## src/rtl/debounce_multi.sv

```systemverilog
// debounce_multi: per-channel synchroniser + stability counter that turns
// bouncy pushbutton/switch inputs into a clean level, one-cycle rise/fall
// strobes and a shared any_change strobe. A run-time fast mode swaps the
// long stability window for a short one so demos and benches stay quick.
module debounce_multi #(
    parameter int                  CHANNELS      = 6,
    parameter int                  STABLE_CYCLES = 1_000_000,
    parameter int                  FAST_CYCLES   = 16,
    parameter int                  CNT_W         = 20,
    parameter int                  SYNC_STAGES   = 2,
    parameter logic [CHANNELS-1:0] RESET_VAL     = '0
) (
    input  logic                i_clk,
    input  logic                i_rst_n,
    input  logic [CHANNELS-1:0] i_noisy,
    input  logic                i_fast_mode,
    output logic [CHANNELS-1:0] o_clean,
    output logic [CHANNELS-1:0] o_rise,
    output logic [CHANNELS-1:0] o_fall,
    output logic                o_any_change
);

    // Counter value at which the candidate is considered stable (T-1).
    localparam logic [CNT_W-1:0] STABLE_LAST = CNT_W'(STABLE_CYCLES - 1);
    localparam logic [CNT_W-1:0] FAST_LAST   = CNT_W'(FAST_CYCLES - 1);

    logic [CNT_W-1:0]    w_last;
    logic [CHANNELS-1:0] w_rise_next;
    logic [CHANNELS-1:0] w_fall_next;
    logic                r_any_change;

    // Threshold is re-evaluated every cycle so a fast_mode change takes
    // effect immediately, even on a count already in progress.
    always_comb begin
        w_last = i_fast_mode ? FAST_LAST : STABLE_LAST;
    end

    genvar gi;
    generate
        for (gi = 0; gi < CHANNELS; gi++) begin : g_ch
            logic [SYNC_STAGES-1:0] r_sync;
            logic                   r_cand;
            logic                   r_clean;
            logic                   r_rise;
            logic                   r_fall;
            logic [CNT_W-1:0]       r_cnt;
            logic                   w_s;
            logic                   w_update;

            // Metastability guard: shift the raw input through SYNC_STAGES flops.
            always_ff @(posedge i_clk or negedge i_rst_n) begin
                if (!i_rst_n) begin
                    r_sync <= {SYNC_STAGES{RESET_VAL[gi]}};
                end else begin
                    r_sync <= {r_sync[SYNC_STAGES-2:0], i_noisy[gi]};
                end
            end

            assign w_s = r_sync[SYNC_STAGES-1];

            // The candidate has been steady long enough to be published.
            // Uses >= so a threshold shrink mid-count still fires.
            assign w_update = (w_s == r_cand) && (r_cnt >= w_last);

            // Candidate tracking and stability counting; any change restarts
            // the count, the counter never runs past the normal threshold.
            always_ff @(posedge i_clk or negedge i_rst_n) begin
                if (!i_rst_n) begin
                    r_cand  <= RESET_VAL[gi];
                    r_cnt   <= '0;
                    r_clean <= RESET_VAL[gi];
                end else if (w_s != r_cand) begin
                    r_cand <= w_s;
                    r_cnt  <= '0;
                end else if (r_cnt >= w_last) begin
                    r_clean <= r_cand;
                end else if (r_cnt < STABLE_LAST) begin
                    r_cnt <= r_cnt + CNT_W'(1);
                end
            end

            // Strobes only fire when the published level actually changes.
            assign w_rise_next[gi] = w_update &  r_cand & ~r_clean;
            assign w_fall_next[gi] = w_update & ~r_cand &  r_clean;

            // Register the edge strobes alongside the clean level update.
            always_ff @(posedge i_clk or negedge i_rst_n) begin
                if (!i_rst_n) begin
                    r_rise <= 1'b0;
                    r_fall <= 1'b0;
                end else begin
                    r_rise <= w_rise_next[gi];
                    r_fall <= w_fall_next[gi];
                end
            end

            assign o_clean[gi] = r_clean;
            assign o_rise[gi]  = r_rise;
            assign o_fall[gi]  = r_fall;
        end
    endgenerate

    // Single summary pulse, aligned with the per-channel strobes.
    always_ff @(posedge i_clk or negedge i_rst_n) begin
        if (!i_rst_n) begin
            r_any_change <= 1'b0;
        end else begin
            r_any_change <= |(w_rise_next | w_fall_next);
        end
    end

    assign o_any_change = r_any_change;

endmodule

```

## config.mk

```make
export PLATFORM = sky130hd
export DESIGN_NAME = debounce_multi
export DESIGN_NICKNAME = d
export VERILOG_FILES = /design/src/rtl/debounce_multi.sv
export SDC_FILE = /design/constraint.sdc
export NUM_CORES = 1
export LEC_CHECK = 0
export ABC_AREA = 1
export BUFFER_PORTS_ARGS = -buffer_cell sky130_fd_sc_hd__buf_2
export CORE_ASPECT_RATIO = 0.6
export CORE_MARGIN = 2
export CORE_UTILIZATION = 58
export DETAILED_ROUTE_END_ITERATION = 7
export PLACE_DENSITY_LB_ADDON = 0.3
export SYNTH_ARGS = -nofsm -noshare
export SYNTH_HDL_FRONTEND = slang
export SYNTH_SLANG_ARGS = --single-unit
```

## constraint.sdc

```tcl
create_clock -name i_clk -period 2 [get_ports i_clk]
set_clock_uncertainty 0.2 [all_clocks]
set_input_delay 0.2 -clock i_clk [delete_from_list [all_inputs] [get_ports i_clk]]
set_output_delay 0.2 -clock i_clk [all_outputs]
set_load 0.05 [all_outputs]
```

After elaboration in Yosys (flattened, before gate mapping)
Cells that the tools add are included.
- add/sub/neg operators: 6
- order comparisons: 12
- equality and inequality tests: 18
- multiplexer cells: 19
- bitwise logic cells: 43
- reduce and logical (&&, ||, !) cells: 25
- operators with widths (kind ; number):
    $mux 20 ; 19
    $add 20x1->20 const B ; 6
    $ge 20x20->1 ; 6
    $lt 20x20->1 const B ; 6
    $and 1x1->1 ; 24
    $reduce_and 2->1 ; 12
    $not 1->1 ; 18
    $reduce_bool 2->1 ; 6
    $ne 2x1->1 const B ; 5
    $eq 1x1->1 ; 6
    $logic_and 1x1->1 ; 6
    $ne 1x1->1 ; 6
    $or 6x6->6 ; 1
    $reduce_or 6->1 ; 1
    $ne 2x2->1 const B ; 1
- bits in registers: 157
- input bits: 9
- output and inout port bits: 19
- word-level logic and storage cells: 160

Logic depth before layout (Yosys ltp)
Gate-level depths: netlist of the first run.
- word-level depth: 7
- mapped depth: 14
- mapped depth without buffers: 13

Worst setup path after synthesis of the first run
Ideal clock, no wire load.
- kind: register to register
- start point: reg g_ch[5].r_cnt[17]
- end point: reg g_ch[5].r_cnt[18]
- setup time: 0.127 ns
- arrival time: 1.613 ns
- required time: 1.673 ns
- path slack: 0.060 ns
- stages on the path, launching flop included: 13
- buffers on the path: 1
- period minus slack after synthesis: 1.940 ns
- path through: dfrtp_1 ha_1 nand2_1 inv_1 nand2_1 inv_1 a21oi_1 nand3_2 nand2_2 nand2_4 buf_6 nand2_1 o21ai_0
- cells in the longest elaborated chain, start to end: 4
- elaborated cells between the ends (all ways): 9
- classes of those cells: 1 x add/sub; 2 x order compare; 1 x eq/ne; 3 x mux; 2 x reduce/logical
- RTL lines (what ; RTL line ; text):
    start: declaration ; 46 ; logic [CNT_W-1:0] r_cnt;
    start signal: assignment ; 78 ; r_cnt <= r_cnt + CNT_W'(1);
    $add 20x1->20 ; 78 ;
    $mux 20 ; 77 ; end else if (r_cnt < STABLE_LAST) begin
    $mux 20 ; 75 ; end else if (r_cnt >= w_last) begin
    $mux 20 ; 72 ; end else if (w_s != r_cand) begin
Several ways; a longest one is shown, not always the timed one. The select of a mux whose other input is x is not followed.
A chain may end at the register's enable or synchronous reset.

Worst setup path after layout of the first run
- start point: reg g_ch[4].r_cnt[17]
- end point: reg g_ch[4].r_cnt[7]
- cells in the longest elaborated chain, start to end: 3
- elaborated cells between the ends (all ways): 5
- classes of those cells: 2 x order compare; 1 x eq/ne; 2 x reduce/logical
- RTL lines (what ; RTL line):
    start: declaration ; 46
    start signal: assignment ; 78
    $ge 20x20->1 / $lt 20x20->1 (equally long branches) ; 75, 77
    $ne 2x1->1 (no source line) / $reduce_bool 2->1 (equally long branches) ; n/a
    $reduce_and 2->1 (no source line) * ; n/a
Every way passes the cells marked *; elsewhere a longest branch is shown, timed or not.

==> results of run 1 <==
[metrics by stage]
step / std cells / utilization [%] / worst slack [ns]
2_1_floorplan: 1529 / - / 0.05953
3_3_place_gp: 1898 / 67.17 / -0.2265
3_5_place_dp: 1898 / 67.17 / -0.3207
4_1_cts: 1941 / 72.09 / -0.02111
5_1_grt: 1979 / 82.11 / -0.3480
6_report: 1979 / 82.11 / -0.3100
[registers in the layout, indices dropped and copies added (netlist names)]
signal        cells
g_ch.r_clean      6
g_ch.r_cnt      120
g_ch.r_rise       6
g_ch.r_fall       6
o_any_change      1
g_ch.r_sync      12
g_ch.r_cand       6
[cell usage in the layout (no fill, tap or decap), drive strengths merged, types with 24 or more instances in the layout]
cell	n
nand2	492
nand3	143
dfrtp	157
buf	213
inv	142
clkbuf	24
ha	54
nand4	41
xor2	61
o21ai	59
nor2	223
nor3	33
[cell families (layout without fill, tap and decap cells)]
group	after synthesis	count (layout)	share of synthesized area [%]
compound gates	90	90	4.715
fa+ha+maj	54	54	6.179
buf+inv	190	392	8.273
flops	157	157	35.93
xor+xnor	81	81	6.488
simple gates	957	965	38.41
[how the worst max path moves through the flow]
stage                       from                 to  depth (start not counted)
5_1_grt        g_ch[4].r_cnt[17]  g_ch[4].r_cnt[15]                         12
3_5_place_dp         i_fast_mode   g_ch[2].r_cnt[6]                         13
4_1_cts        g_ch[2].r_cnt[17]   g_ch[2].r_cnt[7]                         10
3_3_place_gp         i_fast_mode   g_ch[1].r_cnt[3]                         12
6_report       g_ch[4].r_cnt[17]   g_ch[4].r_cnt[7]                         12
2_1_floorplan  g_ch[5].r_cnt[17]  g_ch[5].r_cnt[18]                         12
[where the power goes]
group          internal (mW)  leakage [nW]  switching [mW]
sequential              3.23          2.13          0.0454
clock                   1.78         0.289            1.63
combinational          0.227          5.20           0.401
[final cells by class]
| type | instances | area (um2) | share of cell area, % |
|---|---|---|---|
| Clock buffer | 17 | 425.4 | 2.838 |
| Clock inverter | 15 | 166.4 | 1.110 |
| Inverter | 131 | 519.2 | 3.464 |
| Multi-Input combinational cell | 1190 | 7553 | 50.39 |
| Sequential cell | 157 | 3930 | 26.22 |
| Tap cell | 240 | 300.3 | 2.003 |
| Timing Repair Buffer | 227 | 2073 | 13.83 |
| Timing Repair inverter | 2 | 22.52 | 0.1502 |
[repair_timing]
action                                  4_1_cts  5_1_grt
buffers inserted                              5       20
pin swaps                                     8      112
hold buffers                                  7        0
gates cloned                                  0       19
endpoints found under the setup margin       92      133
gates resized for setup                      33      347
hold endpoints to repair                    163        0
[per-layer routing]
metal	wire (um)	global-route usage (%)	share of wire [%]	up-vias
met3	4252	7.523	11	176
met1	15830	45.13	42	5668
li1	-	-	-	5310
met2	16580	43.49	43	767
met5	0	0	0	-
met4	1460	6.911	3.8	0
==> flow_summary.json, run 1 <==
{
  "outcome": "finished with violations",
  "violations": "negative setup slack",
  "numCtsBuffers": 17,
  "tns_ns": -18.49,
  "gp_congestion": 0.9881,
  "post-synth-top-area-fraction_pct": 35.93,
  "core-area_um2": 18260,
  "design_area_um2": 14990,
  "ys_top_cells_by_area": "dfrtp_1 (36%), nand2_1 (16%), nor2_1 (7.1%), nand3_1 (6.4%), ha_1 (6.2%)",
  "start_util_pct": 59.89,
  "rows": 38,
  "setup-violations-final": 130,
  "final.period_utilization_pct": 115.5,
  "synth_warnings": 0,
  "max_clock_freq_mhz": 432.9,
  "clk-insertion-delay-late_ns": 0.45,
  "grt_pass1_vias": 9673,
  "io_pins": 28,
  "grt_max_degree": 44,
  "powerDensity_nw_per_um2": 487.9,
  "drv_slew": 0,
  "cp-end-kind": "register",
  "grt_use_total_pct": 30.07,
  "worst_pin_slew_ns": 0.5014,
  "dieHeight_um": 110.4,
  "worstPathCellList": "ha_1, nand2_1, nand2_1, nand2_1, nand2_1, a21oi_2, nand3_2, nand2_4, nand2_8, buf_6, nand2_2, nand2_2",
  "cts_max_path_buffers": 2,
  "viasPerCell": 6.024,
  "rrSetupSlack_ns": -0.31,
  "path_clk_slew_ns": 0.08,
  "crit_top_cell": "nand2_1",
  "final_nets": 1789,
  "ant_nets": 0,
  "drive_above_1_share_pct": 33.70,
  "avgRoutedWirePerCell_um": 19.26,
  "maxCapViolations": 0,
  "hold_viol_final": 0,
  "worst_slack_ns": -0.3100,
  "startpoint_type": "register",
  "critPathTopFamily": "simple AND/OR/NAND/NOR gates",
  "worstPathMaxFanout": 5,
  "syn_inst": 1529,
  "crit_buf_inv": 1,
  "worstRegToRegCells": 12,
  "syn_area_um2": 10930,
  "grt_pass1_wl_mm": 47.69,
  "cp_data_required_time_ns": 2.14,
  "relSlewSlack_pct": 66.26,
  "yosysMostFrequentCell": "nand2_1",
  "synth_common_cells": "nand2_1 (464), nor2_1 (208), dfrtp_1 (157)",
  "async_flop_share_pct": 100.0,
  "syn2layout_area_growth_pct": 37.10,
  "root_buffer": "clkbuf_16",
  "drc": 0,
  "critPathKind": "register to register",
  "syn_nets": 1592,
  "antenna_found_initial": 0,
  "h-tree-depth": 4,
  "postSynthAreaPerCell_um2": 7.151,
  "vias": 11920,
  "post-route-min-period_ns": 2.310,
  "synth_edf_count": 0,
  "die_area_um2": 20000,
  "static-leakage-power_nw": 7.617,
  "grt_setup_unrepaired": "yes",
  "cts_tree": "done",
  "die_w_um": 181.3,
  "placed_cell_area_um2": 12260,
  "num_antenna_cells": 0,
  "p_total_mw": 7.313,
  "ys_seq_elements": 157,
  "numClockSinks": 157,
  "detail_route.first_pass.iterations": 6,
  "holdWs_ns": 0.04361,
  "slowest_delay_ns": 0.43,
  "synth_top_area_cell": "dfrtp_1",
  "io_buffers": 27,
  "r2r_end": "g_ch[4].r_cnt[7]",
  "synthFlopType": "dfrtp_1",
  "yosysSeqAreaShare_pct": 35.93,
  "cp_slowest_cell": "dfrtp_1",
  "grt_overflow_total": 0,
  "cp.arrival_ns": 2.45,
  "num-fill-cells": 1048,
  "min_path_type": "input port to async pin",
  "dp_hpwl_mm": 20.79,
  "synthDistinctLibCells": 38,
  "detail_route.iter0.violations": 1455,
  "ir_drop_mv": 0.6568,
  "wirelength_mm": 38.12,
  "r2r-start": "g_ch[4].r_cnt[17]"
}
No activity file was read; power rests on OpenSTA's default activity.
==> run 2, diff against run 1 <==
--- a/config.mk
+++ b/config.mk
@@ -7,7 +7,7 @@
 export LEC_CHECK = 0
 export ABC_AREA = 1
 export BUFFER_PORTS_ARGS = -buffer_cell sky130_fd_sc_hd__buf_2
-export CORE_ASPECT_RATIO = 0.6
+export CORE_ASPECT_RATIO = 1.25
 export CORE_MARGIN = 2
 export CORE_UTILIZATION = 58
 export DETAILED_ROUTE_END_ITERATION = 7
==> run 2 against run 1 <==
Compared with the run above:
- the flow still finishes with violations (negative setup slack)
- total power shrank 3.2%
- maximum frequency up 9.0%
- die area decreased by 0.15%
- register-to-register slack improved by 0.19 ns
- cell area shrank 7.9%
- global-route usage shrank 2.4 points
- largest cell class unchanged
- largest power group is now sequential cells
==> flow_summary.json, run 2 (synthesized netlist as in run 1, its figures left out) <==
{
  "outcome": "finished with violations",
  "violations": "negative setup slack",
  "dp_hpwl_mm": 19.15,
  "post-place-ws_ns": -0.2676,
  "grt_pass1_wl_mm": 45.51,
  "final_cell_mix": "nand2_1 (408), nor2_1 (192), dfrtp_1 (155), buf_4 (131), nand3_1 (120)",
  "path_clk_slew_ns": 0.07,
  "powerDensity_nw_per_um2": 512.6,
  "drv_slew": 0,
  "min_path_type": "input port to async pin",
  "wirelength_mm": 29.19,
  "post-route-min-period_ns": 2.120,
  "drc": 0,
  "cp_data_required_time_ns": 2.10,
  "core-area_um2": 18640,
  "cts_max_path_buffers": 2,
  "io_pins": 28,
  "grt_overflow_total": 0,
  "num_antenna_cells": 0,
  "ir_drop_mv": 0.5559,
  "switching_share_pct": 24.41,
  "p_int_mw": 5.349,
  "worst_pin_slew_ns": 0.6707,
  "cp-end-kind": "register",
  "syn2layout_area_growth_pct": 26.25,
  "gp_congestion": 0.9605,
  "worstPathMaxFanout": 3,
  "avgRoutedWirePerCell_um": 15.13,
  "grt_pass1_vias": 10070,
  "final.period_utilization_pct": 106.0,
  "start_util_pct": 58.67,
  "detail_route.iter0.violations": 725,
  "vias": 10630,
  "static-leakage-power_nw": 6.933,
  "die_area_um2": 19970,
  "relSlewSlack_pct": 55.24,
  "mostFrequentLayoutCell": "nand2_1",
  "num-fill-cells": 1383,
  "setup-violations-final": 64,
  "numCtsBuffers": 17,
  "dieHeight_um": 157.5,
  "drive_above_1_share_pct": 25.04,
  "switchingPower_mw": 1.727,
  "cp.arrival_ns": 2.22,
  "grt_use_total_pct": 27.64,
  "power_frac_seq_pct": 46.3,
  "hold_viol_final": 0,
  "placed_cell_area_um2": 12100,
  "grt_max_degree": 48,
  "largest_reg_flops": 120,
  "tns_ns": -2.895,
  "critPathKind": "register to register",
  "h-tree-depth": 4,
  "max_clock_freq_mhz": 471.7,
  "pwr-share-comb_pct": 7.5,
  "startpoint_type": "register",
  "clkPwrFrac_pct": 46.2,
  "regMostFlops": "g_ch.r_cnt",
  "final_nets": 1748,
  "root_buffer": "clkbuf_16",
  "maxCapViolations": 0,
  "numClockSinks": 157,
  "worst_slack_ns": -0.1201,
  "ant_nets": 0,
  "detail_route.first_pass.iterations": 6,
  "antenna_found_initial": 0,
  "grt_setup_unrepaired": "yes",
  "reg.largest.list": "g_ch.r_cnt (120), g_ch.r_sync (12)",
  "viasPerCell": 5.513,
  "rows": 56,
  "die_w_um": 126.8,
  "design_area_um2": 13800,
  "clk-insertion-delay-late_ns": 0.43,
  "cts_tree": "done",
  "io_buffers": 27
}
run 2: changes by cell type in the layout (fill, tap and decap cells not counted), sizes merged, moves of 2 or more:
cell      delta
clkinvlp     +2
nand2        -6
clkinv       +2
inv         -11
buf         -31
run 2: cell type report:
class	count	area, um2	area share (%)
Tap cell	232	290.3	2.103
Multi-Input combinational cell	1184	6827	49.45
Sequential cell	157	3931	28.48
Timing Repair inverter	1	8.758	0.06345
Timing Repair Buffer	193	1650	11.96
Clock inverter	10	115.1	0.8339
Clock buffer	21	470.5	3.408
Inverter	131	511.7	3.707
run 2: metrics by stage:
stage	util [%]	hold WS (ns)	std cells	total power [mW]
floorplan	-	-0.2956	1529	3.544
global placement	64.94	-0.06434	1870	3.767
detailed placement	64.94	-0.06298	1870	3.785
CTS	69.66	0.05358	1912	7.034
global route	74.07	0.08404	1929	7.291
finish	74.07	0.04042	1929	7.076
run 2: power by group through the flow:
stage          sequential, mW  combinational (mW)  clock [mW]
3_3_place_gp             3.33               0.440           0
4_1_cts                  3.27               0.483        3.28
3_5_place_dp             3.33               0.455           0
6_report                 3.27               0.534        3.27
2_1_floorplan            3.33               0.213           0
5_1_grt                  3.28               0.598        3.41
run 2: worst paths after layout:
kind,cells after the start,end,start,slack [ns]
max in group asynchronous,3,g_ch[1].r_cnt[17],i_rst_n,0.93
worst min-delay path,2,g_ch[0].r_cnt[2],i_rst_n,0.04
min in group i_clk,0,g_ch[2].r_sync[1],g_ch[2].r_sync[0],0.15
worst max register to register,12,o_any_change,g_ch[4].r_cnt[19],-0.12
worst max-delay path,12,o_any_change,g_ch[4].r_cnt[19],-0.12
worst min register to register,0,g_ch[2].r_sync[1],g_ch[2].r_sync[0],0.15
run 2: routing by layer:
metal	vias to the layer above	routed length, um	global-route usage [%]
li1	5214	-	-
met1	4980	11690	33.32
met3	95	1356	4.249
met2	345	15130	49.21
met4	0	1015	11.56
met5	-	0	0
run 2: worst max-delay path, stage by stage, from the launching register on:
cell	delay, ns
dfrtp_1	0.42
ha_4	0.25
nand2_2	0.08
inv_1	0.07
nand2_1	0.09
nand2_1	0.07
a21oi_2	0.14
nand3_2	0.14
buf_4	0.18
nand3_2	0.08
nand2_1	0.07
nor2_2	0.13
nand3_1	0.08
run 2: timing repair:
action	in CTS	in global routing
setup buffers	4	7
endpoints found under the setup margin	89	129
pin swaps	14	50
resized for setup	35	165
endpoints found under the hold margin	163	0
hold buffers	7	0
gates cloned	1	10
